<file path="src/rtl/freq_meter_pkg.sv">
// Shared definitions for the frequency/period meter: default gate length,
// period FSM state encoding and a constant-width helper.
package freq_meter_pkg;

  localparam int unsigned DEFAULT_GATE_CYCLES = 1000000;

  typedef enum logic {
    WAIT_FIRST = 1'b0,
    MEASURE    = 1'b1
  } per_state_t;

  // Ceiling log2, used to size counters from their terminal count.
  function automatic int unsigned clog2(input int unsigned value);
    int unsigned v;
    int unsigned r;
    v = value - 1;
    r = 0;
    for (int unsigned i = 0; i < 32; i++) begin
      if ((v >> i) != 0) r = i + 1;
    end
    return r;
  endfunction

endpackage

</file>
<file path="src/rtl/freq_meter_sync_edge_det.sv">
// Two-flop synchroniser followed by an edge register; emits a one-cycle pulse
// for each rising edge of an input that is asynchronous to clk.
module freq_meter_sync_edge_det (
  input  logic clk,
  input  logic rst,
  input  logic async_in,
  output logic rise
);

  logic s1;
  logic s2;
  logic s3;

  // Synchroniser chain plus the delayed copy used for edge detection.
  always_ff @(posedge clk or posedge rst) begin
    if (rst) begin
      s1 <= 1'b0;
      s2 <= 1'b0;
      s3 <= 1'b0;
    end else begin
      s1 <= async_in;
      s2 <= s1;
      s3 <= s2;
    end
  end

  assign rise = s2 & ~s3;

endmodule

</file>
<file path="src/rtl/freq_meter.sv">
// Frequency and period meter: counts synchronised rising edges of sig_in over a
// fixed gate window, and measures clk cycles between consecutive rising edges.
module freq_meter
  import freq_meter_pkg::*;
#(
  parameter int unsigned GATE_CYCLES = DEFAULT_GATE_CYCLES,
  parameter int unsigned CNT_W       = 24,
  parameter int unsigned PER_W       = 24
) (
  input  logic             clk,
  input  logic             rst,
  input  logic             en,
  input  logic             sig_in,
  output logic [CNT_W-1:0] freq_count,
  output logic             freq_valid,
  output logic             freq_ovf,
  output logic [PER_W-1:0] period,
  output logic             period_valid,
  output logic             period_timeout
);

  localparam int unsigned       GATE_W    = clog2(GATE_CYCLES);
  localparam logic [GATE_W-1:0] GATE_LAST = GATE_W'(GATE_CYCLES - 1);
  localparam logic [CNT_W-1:0]  CNT_MAX   = '1;
  localparam logic [PER_W-1:0]  PER_MAX   = '1;
  localparam logic [PER_W-1:0]  PER_ONE   = PER_W'(1);

  logic              edge_p;
  logic              run;
  logic              active;
  logic [GATE_W-1:0] gate_cnt;
  logic [CNT_W-1:0]  edge_cnt;
  logic              edge_sat;
  logic [CNT_W-1:0]  cnt_next;
  logic              lost_edge;
  logic [PER_W-1:0]  per_cnt;
  per_state_t        state;

  freq_meter_sync_edge_det u_sync (
    .clk      (clk),
    .rst      (rst),
    .async_in (sig_in),
    .rise     (edge_p)
  );

  // Enable is registered so a new window always starts on a whole cycle after
  // en is first sampled high; dropping en still stops counting immediately.
  always_ff @(posedge clk or posedge rst) begin
    if (rst) run <= 1'b0;
    else     run <= en;
  end

  assign active = en & run;

  // Saturating edge-count increment; flags an edge that could not be counted.
  always_comb begin
    cnt_next  = edge_cnt;
    lost_edge = 1'b0;
    if (edge_p) begin
      if (edge_cnt == CNT_MAX) lost_edge = 1'b1;
      else                     cnt_next  = edge_cnt + 1'b1;
    end
  end

  // Gate window: count edges, publish the total on the terminal cycle.
  always_ff @(posedge clk or posedge rst) begin
    if (rst) begin
      gate_cnt   <= '0;
      edge_cnt   <= '0;
      edge_sat   <= 1'b0;
      freq_count <= '0;
      freq_valid <= 1'b0;
      freq_ovf   <= 1'b0;
    end else begin
      freq_valid <= 1'b0;
      if (!active) begin
        gate_cnt <= '0;
        edge_cnt <= '0;
        edge_sat <= 1'b0;
      end else if (gate_cnt == GATE_LAST) begin
        // An edge on the terminal cycle belongs to the window being closed.
        gate_cnt   <= '0;
        freq_count <= cnt_next;
        freq_ovf   <= edge_sat | lost_edge;
        freq_valid <= 1'b1;
        edge_cnt   <= '0;
        edge_sat   <= 1'b0;
      end else begin
        gate_cnt <= gate_cnt + 1'b1;
        edge_cnt <= cnt_next;
        edge_sat <= edge_sat | lost_edge;
      end
    end
  end

  // Period FSM: time between consecutive edges, with timeout on a silent input.
  always_ff @(posedge clk or posedge rst) begin
    if (rst) begin
      state          <= WAIT_FIRST;
      per_cnt        <= '0;
      period         <= '0;
      period_valid   <= 1'b0;
      period_timeout <= 1'b0;
    end else begin
      period_valid <= 1'b0;
      if (!active) begin
        state   <= WAIT_FIRST;
        per_cnt <= '0;
      end else begin
        case (state)
          WAIT_FIRST: begin
            if (edge_p) begin
              state   <= MEASURE;
              per_cnt <= PER_ONE;
            end
          end
          MEASURE: begin
            // An edge arriving on the timeout cycle takes priority.
            if (edge_p) begin
              period         <= per_cnt;
              period_valid   <= 1'b1;
              period_timeout <= 1'b0;
              per_cnt        <= PER_ONE;
            end else if (per_cnt == PER_MAX) begin
              period_timeout <= 1'b1;
              per_cnt        <= '0;
              state          <= WAIT_FIRST;
            end else begin
              per_cnt <= per_cnt + 1'b1;
            end
          end
          default: begin
            state   <= WAIT_FIRST;
            per_cnt <= '0;
          end
        endcase
      end
    end
  end

endmodule
</file>
<file path="config.mk">
export PLATFORM = sky130hd
export DESIGN_NAME = freq_meter
export DESIGN_NICKNAME = d
export VERILOG_FILES = /design/src/rtl/freq_meter_pkg.sv /design/src/rtl/freq_meter_sync_edge_det.sv /design/src/rtl/freq_meter.sv
export SDC_FILE = /design/constraint.sdc
export NUM_CORES = 1
export LEC_CHECK = 0
export ABC_AREA = 1
export BUFFER_PORTS_ARGS = -buffer_cell sky130_fd_sc_hd__buf_2
export CORE_ASPECT_RATIO = 1.1
export CORE_MARGIN = 1.5
export CORE_UTILIZATION = 30
export DETAILED_ROUTE_END_ITERATION = 10
export PLACE_DENSITY_LB_ADDON = 0.2
export SYNTH_ARGS = -nofsm -noshare
export SYNTH_HDL_FRONTEND = slang
export SYNTH_SLANG_ARGS = --single-unit
</file>
<file path="constraint.sdc">
create_clock -name clk -period 4 [get_ports clk]
set_input_delay 0.2 -clock clk [delete_from_list [all_inputs] [get_ports clk]]
set_output_delay 0.2 -clock clk [all_outputs]
set_load 0.005 [all_outputs]
</file>
==> results.json, run 1 <==
{
  "status": "complete, no violations",
  "clock_sinks": 126,
  "fp-row-count": 56,
  "max_stage_delay_ns": 0.43,
  "initial_core_util_pct": 30.5,
  "insertion_delay_ns": 0.42,
  "synthesis.area_sq_um": 6480,
  "seq_area_frac_synth_pct": 48.6,
  "cts_tree": "built",
  "end_kind": "register",
  "grt_overflow": 0,
  "core-area_sq_um": 21200,
  "cts_buffer_depth": 2,
  "dp_hpwl_microns": 11200,
  "clk_pin_slew_ns": 0.06,
  "dieArea_sq_um": 22500,
  "cts_hold_buffers": 3,
  "setup_violations": 0,
  "cp_common_cell": "nand3_1",
  "hp-start": "u_sync.s1",
  "worstPathCellList": "ha_1, nand3_1, nor2_1, nand3_1, nor2_4, inv_2, nand2_1, o21ai_2",
  "ys_seq_elements": 126,
  "wire_per_inst_microns": 13.1,
  "required_ns": 4.28,
  "finalMaxSlewViolations": 0,
  "crit_path_end": "freq_count[10]",
  "setup_tns_ns": 0,
  "total_power_w": 0.00297,
  "cts-resized-gates": 0,
  "drt_wl_total_microns": 15800,
  "synth_area_leaders": "dfrtp_1 (49%), nand2_1 (16%), nor2_1 (4.8%)",
  "antenna_found_initial": 0,
  "r2r-end": "freq_count[10]",
  "slowest_stage": "nor2_4",
  "dp.cells": 1165,
  "cp_num_buf_inv": 1,
  "root_buffer": "clkbuf_16",
  "io_buffers": 55,
  "cp.depth": 8,
  "ir_worst_vdd_v": 0.000270,
  "grt_usage_pct": 15.5,
  "drt_iter0_drc": 272,
  "hold_class": "reg -> reg",
  "ys_warn_count": 0,
  "synthDistinctLibCells": 37,
  "cts_max_level": 4,
  "drive_gt1_share_pct": 17.4,
  "power_density_nw_per_um2": 387,
  "ys_top_cells_by_count": "nand2_1 (269), dfrtp_1 (126), nor2_1 (83), inv_1 (82), nand3_1 (45)",
  "grt_setup_unrepaired": "no",
  "cp_max_fo": 30,
  "vias": 5360,
  "yosys.area.top_type": "dfrtp_1",
  "r2r_slack_ns": 1.85,
  "synth_nets": 842,
  "numCtsBuffers": 17,
  "synth_top_area_share_pct": 48.6,
  "crit_start": "gate_cnt[0]",
  "via_per_inst": 4.47,
  "async_flop_share_pct": 100,
  "place_congestion": 0.820,
  "ios": 56,
  "fin_crit_sh_pct": 53.7,
  "p_leak_nw": 3.59,
  "avgSynthCellArea_sq_um": 7.76,
  "detail-route-antenna-nets": 0,
  "crit_path_start_kind": "register",
  "rr_worst_depth": 8,
  "synth_most_common_cell": "nand2_1",
  "grt_first_pass_wirelength_microns": 27200,
  "cts_setup_buffers": 0,
  "maxCapViolCount": 0,
  "grt_pass1_vias": 5280,
  "final_nets": 904,
  "diodes": 0,
  "crit_family": "simple AND/OR/NAND/NOR gates",
  "die_w_microns": 143,
  "crit_type": "reg -> reg",
  "final_cells": 1200,
  "hold_viol": 0,
  "fmax_ghz": 0.466,
  "period_needed_ns": 2.15,
  "holdPathStages": 0,
  "synth_edf_count": 0,
  "grt_max_degree": 81,
  "cp.arrival_ns": 2.42,
  "ys.flop_type": "dfrtp_1",
  "clock_skew_ns": 0.0167,
  "reg2reg_from": "gate_cnt[0]",
  "maxSlewHeadroom_pct": 57.4,
  "drc": 0,
  "drt_pre_antenna_iters": 4,
  "tightest_slew_ns": 0.638,
  "area_growth_pct": 18.6,
  "synth_cells": 835,
  "die_y_microns": 157
}
-- state kept, by name, summed over array words and instances (netlist names), 20 cells and up --
signal / flops
per_cnt: 24
edge_cnt: 24
gate_cnt: 20
period: 24
freq_count: 24
-- worst min path at each step --
stage                 endpoint
floorplan                  run
global placement    freq_valid
detailed placement   u_sync.s1
CTS                  u_sync.s2
global route         u_sync.s2
finish               u_sync.s2
-- per-layer routing --
metal  track usage [%]  vias up  wire (microns)
met5                 0        -               0
met4              5.20        0             110
li1                  -     2774               -
met2              25.5       82            7550
met1              20.4     2498            7660
met3              2.98        6             441
-- through the flow --
step	hold WS [ns]	setup slack [ns]	utilization (%)	cell area, sq um
finish	0.347	1.85	36.2	7690
CTS	0.350	1.82	36.2	7690
global placement	0.325	1.87	33.2	7050
detailed placement	0.331	1.83	33.2	7050
floorplan	0.231	0.444	-	6480
global route	0.360	1.57	36.2	7690
-- cell families (layout without fill, tap and decap cells) --
family	after synthesis	after routing	synth area share [%]
fa+ha+maj	3	3	0.579
compound gates	79	79	6.58
flops	126	126	48.6
simple gates	496	496	34.5
xor+xnor	20	20	2.70
buf+inv	111	186	7.02
-- power breakdown --
group          total (W)  switching, W  internal [W]
clock network    0.00160      0.000604       0.00100
registers        0.00129    0.00000595       0.00128
logic          0.0000805     0.0000647     0.0000158
-- final cells by class --
type,instances,area (sq um)
fillers,2269,13500
flip-flops and latches,126,3150
multi-input cells,598,2880
clock buffers,19,443
well taps,290,363
inverters,93,352
repair buffers,61,340
clock inverters,13,164
-- cells in the final DEF (no fill, tap or decap), types with 2 or more instances in the layout --
cell	synthesis	final
nor3_2	5	5
inv_1	82	81
o21ai_0	35	35
clkinv_4	0	3
inv_6	0	2
buf_4	0	2
and2_1	3	3
nand2_2	15	15
nor2_4	6	6
nand3b_1	3	3
o21ai_2	3	3
xor2_1	18	18
clkinv_2	0	3
ha_1	3	3
nand4_1	21	21
o21ai_1	6	6
dfrtp_1	126	126
a21oi_1	25	25
bufinv_16	0	3
nand3_1	45	45
nor2_2	18	18
nand2_1	269	269
clkinvlp_4	0	2
nand3_2	4	4
clkbuf_16	0	17
xnor2_1	2	2
or2_2	2	2
inv_2	11	11
o22ai_1	6	6
nor3_1	17	17
nor2_1	83	83
dlygate4sd3_1	0	3
buf_2	7	55
-- worst reg2reg max path, stage by stage, from the launching register on --
cell,delay (ns)
dfrtp_1,0.37
ha_1,0.22
nand3_1,0.11
nor2_1,0.12
nand3_1,0.16
nor2_4,0.43
inv_2,0.37
nand2_1,0.16
o21ai_2,0.06
Note: power is estimated with default switching activity, not from simulation.
==> run 2: changes to the inputs <==
- clock period: 4 -> 1.8 ns (I/O delays scaled with it)
==> run 2 against run 1 <==
Non-clock buffer count is 45 higher. Sequential power rose by 120%. Via count up 4.4%. Core utilization increased by 2.4 points. Routed wire length rose by 6.4%.
==> results.json, run 2 (synthesis results as in run 1) <==
{
  "status": "complete, no violations",
  "hold_viol": 0,
  "r2r_slack_ns": 0.13,
  "insertion_delay_ns": 0.42,
  "detail-route-antenna-nets": 0,
  "p_leak_nw": 3.87,
  "drt_iter0_drc": 248,
  "drt_wl_total_microns": 16800,
  "dieArea_sq_um": 22500,
  "crit_family": "simple AND/OR/NAND/NOR gates",
  "drc": 0,
  "fin_crit_sh_pct": 92.9,
  "power_density_nw_per_um2": 808,
  "initial_core_util_pct": 30.5,
  "n_fill_cell": 2205,
  "fp-row-count": 56,
  "grt_max_degree": 74,
  "pre_cts_slack_ns": 0.0579,
  "mostFrequentLayoutCell": "nand2_1",
  "finalMaxSlewViolations": 0,
  "grt_overflow": 0,
  "grt_usage_pct": 15.6,
  "crit_path_start_kind": "register",
  "cp_num_buf_inv": 3,
  "cts_buffer_depth": 2,
  "layout_common_cells": "nand2_1 (264), dfrtp_1 (126), inv_1 (79)",
  "cp.arrival_ns": 2.02,
  "rr_worst_depth": 12,
  "setup_tns_ns": 0,
  "reg2reg_from": "edge_cnt[1]",
  "area_growth_pct": 26.6,
  "vias": 5597,
  "crit_type": "reg -> reg",
  "grt_setup_unrepaired": "yes",
  "via_per_inst": 4.49,
  "worstPathCellList": "ha_2, nand3_1, inv_2, nand3_2, nor2_4, buf_12, nand2_8, nand2_4, inv_1, nand2_1, nand2_1, nor2_1",
  "max_stage_delay_ns": 0.36,
  "setup_ws_ns": 0.128,
  "grt_first_pass_wirelength_microns": 27500,
  "grt_pass1_vias": 5400,
  "r2r-end": "edge_cnt[1]",
  "ir_worst_vdd_v": 0.000560,
  "dp_hpwl_microns": 11900,
  "diodes": 0,
  "drt_pre_antenna_iters": 5,
  "cts_tree": "built",
  "maxSlewHeadroom_pct": 63.3,
  "wire_per_inst_microns": 13.5,
  "fmax_ghz": 0.598,
  "cp_max_fo": 7,
  "hold_class": "in -> async",
  "cp_common_cell": "nand2_1",
  "numCtsBuffers": 17,
  "antenna_found_initial": 0,
  "end_kind": "register",
  "die_w_microns": 143,
  "setup_violations": 0,
  "ios": 56,
  "final_nets": 951,
  "root_buffer": "clkbuf_16",
  "drive_gt1_share_pct": 23.2,
  "maxCapViolCount": 0,
  "place_congestion": 0.848,
  "clock_skew_ns": 0.0101,
  "cts_max_level": 4,
  "die_y_microns": 157,
  "slowest_stage": "dfrtp_1",
  "clk_pin_slew_ns": 0.06,
  "required_ns": 2.15,
  "core-area_sq_um": 21200,
  "io_buffers": 55,
  "period_needed_ns": 1.67,
  "tightest_slew_ns": 0.546,
  "clock_sinks": 126
}
## run 2: final cells by class
class	instances	area (sq um)	area share, %
Sequential cell	126	3150	38.4
Multi-Input combinational cell	600	2980	36.3
Timing Repair Buffer	106	753	9.18
Clock buffer	17	425	5.18
Tap cell	290	363	4.42
Inverter	93	360	4.39
Clock inverter	15	173	2.10
## run 2: how the worst max path moves through the flow
stage,start,to,slack [ns],cells after the start
floorplan,rst,edge_cnt[0],0.16,1
global placement,edge_cnt[18],edge_cnt[6],0.05,8
detailed placement,gate_cnt[0],gate_cnt[14],0.06,8
CTS,gate_cnt[0],gate_cnt[17],0.05,8
global route,gate_cnt[0],gate_cnt[14],-0.07,8
finish,edge_cnt[1],edge_cnt[1],0.13,12
## run 2: per-stage QoR
stage	std cells	power, W	util (%)	hold slack (ns)	area (sq um)
after global routing	1247	0.00688	38.6	0.183	8210
after global placement	1206	0.00313	34.9	0.0815	7410
after detailed placement	1206	0.00313	34.9	0.0825	7410
after floorplan	835	0.00303	-	0.121	6490
after CTS	1241	0.00674	37.9	0.161	8040
final	1247	0.00663	38.6	0.179	8210
## run 2: timing repair
action	in CTS	in global routing
gates resized for setup	0	32
endpoints found under the setup margin	0	103
buffers inserted	0	4
endpoints found under the hold margin	27	0
hold buffers	3	0
## run 2: report_power, final
part           internal (W)  switching [W]  leakage, nW  total (W)
clock               0.00209        0.00146        0.290    0.00355
combinational     0.0000686       0.000154         1.84   0.000222
sequential          0.00285     0.00000960         1.75    0.00286
## run 2: tightest hold or removal path, cell delays in order
cell and delay, ns:
dlygate4sd3_1 0.53, buf_2 0.13, clkinvlp_4 0.24
## run 2: layer usage
metal	wire length (microns)	up-vias	part of all wire [%]	track usage, %
li1	-	2872	-	-
met1	8020	2602	48	20.5
met2	8020	104	48	25.5
met3	474	19	2.8	3.13
met4	270	0	1.6	5.69
met5	0	-	0	0
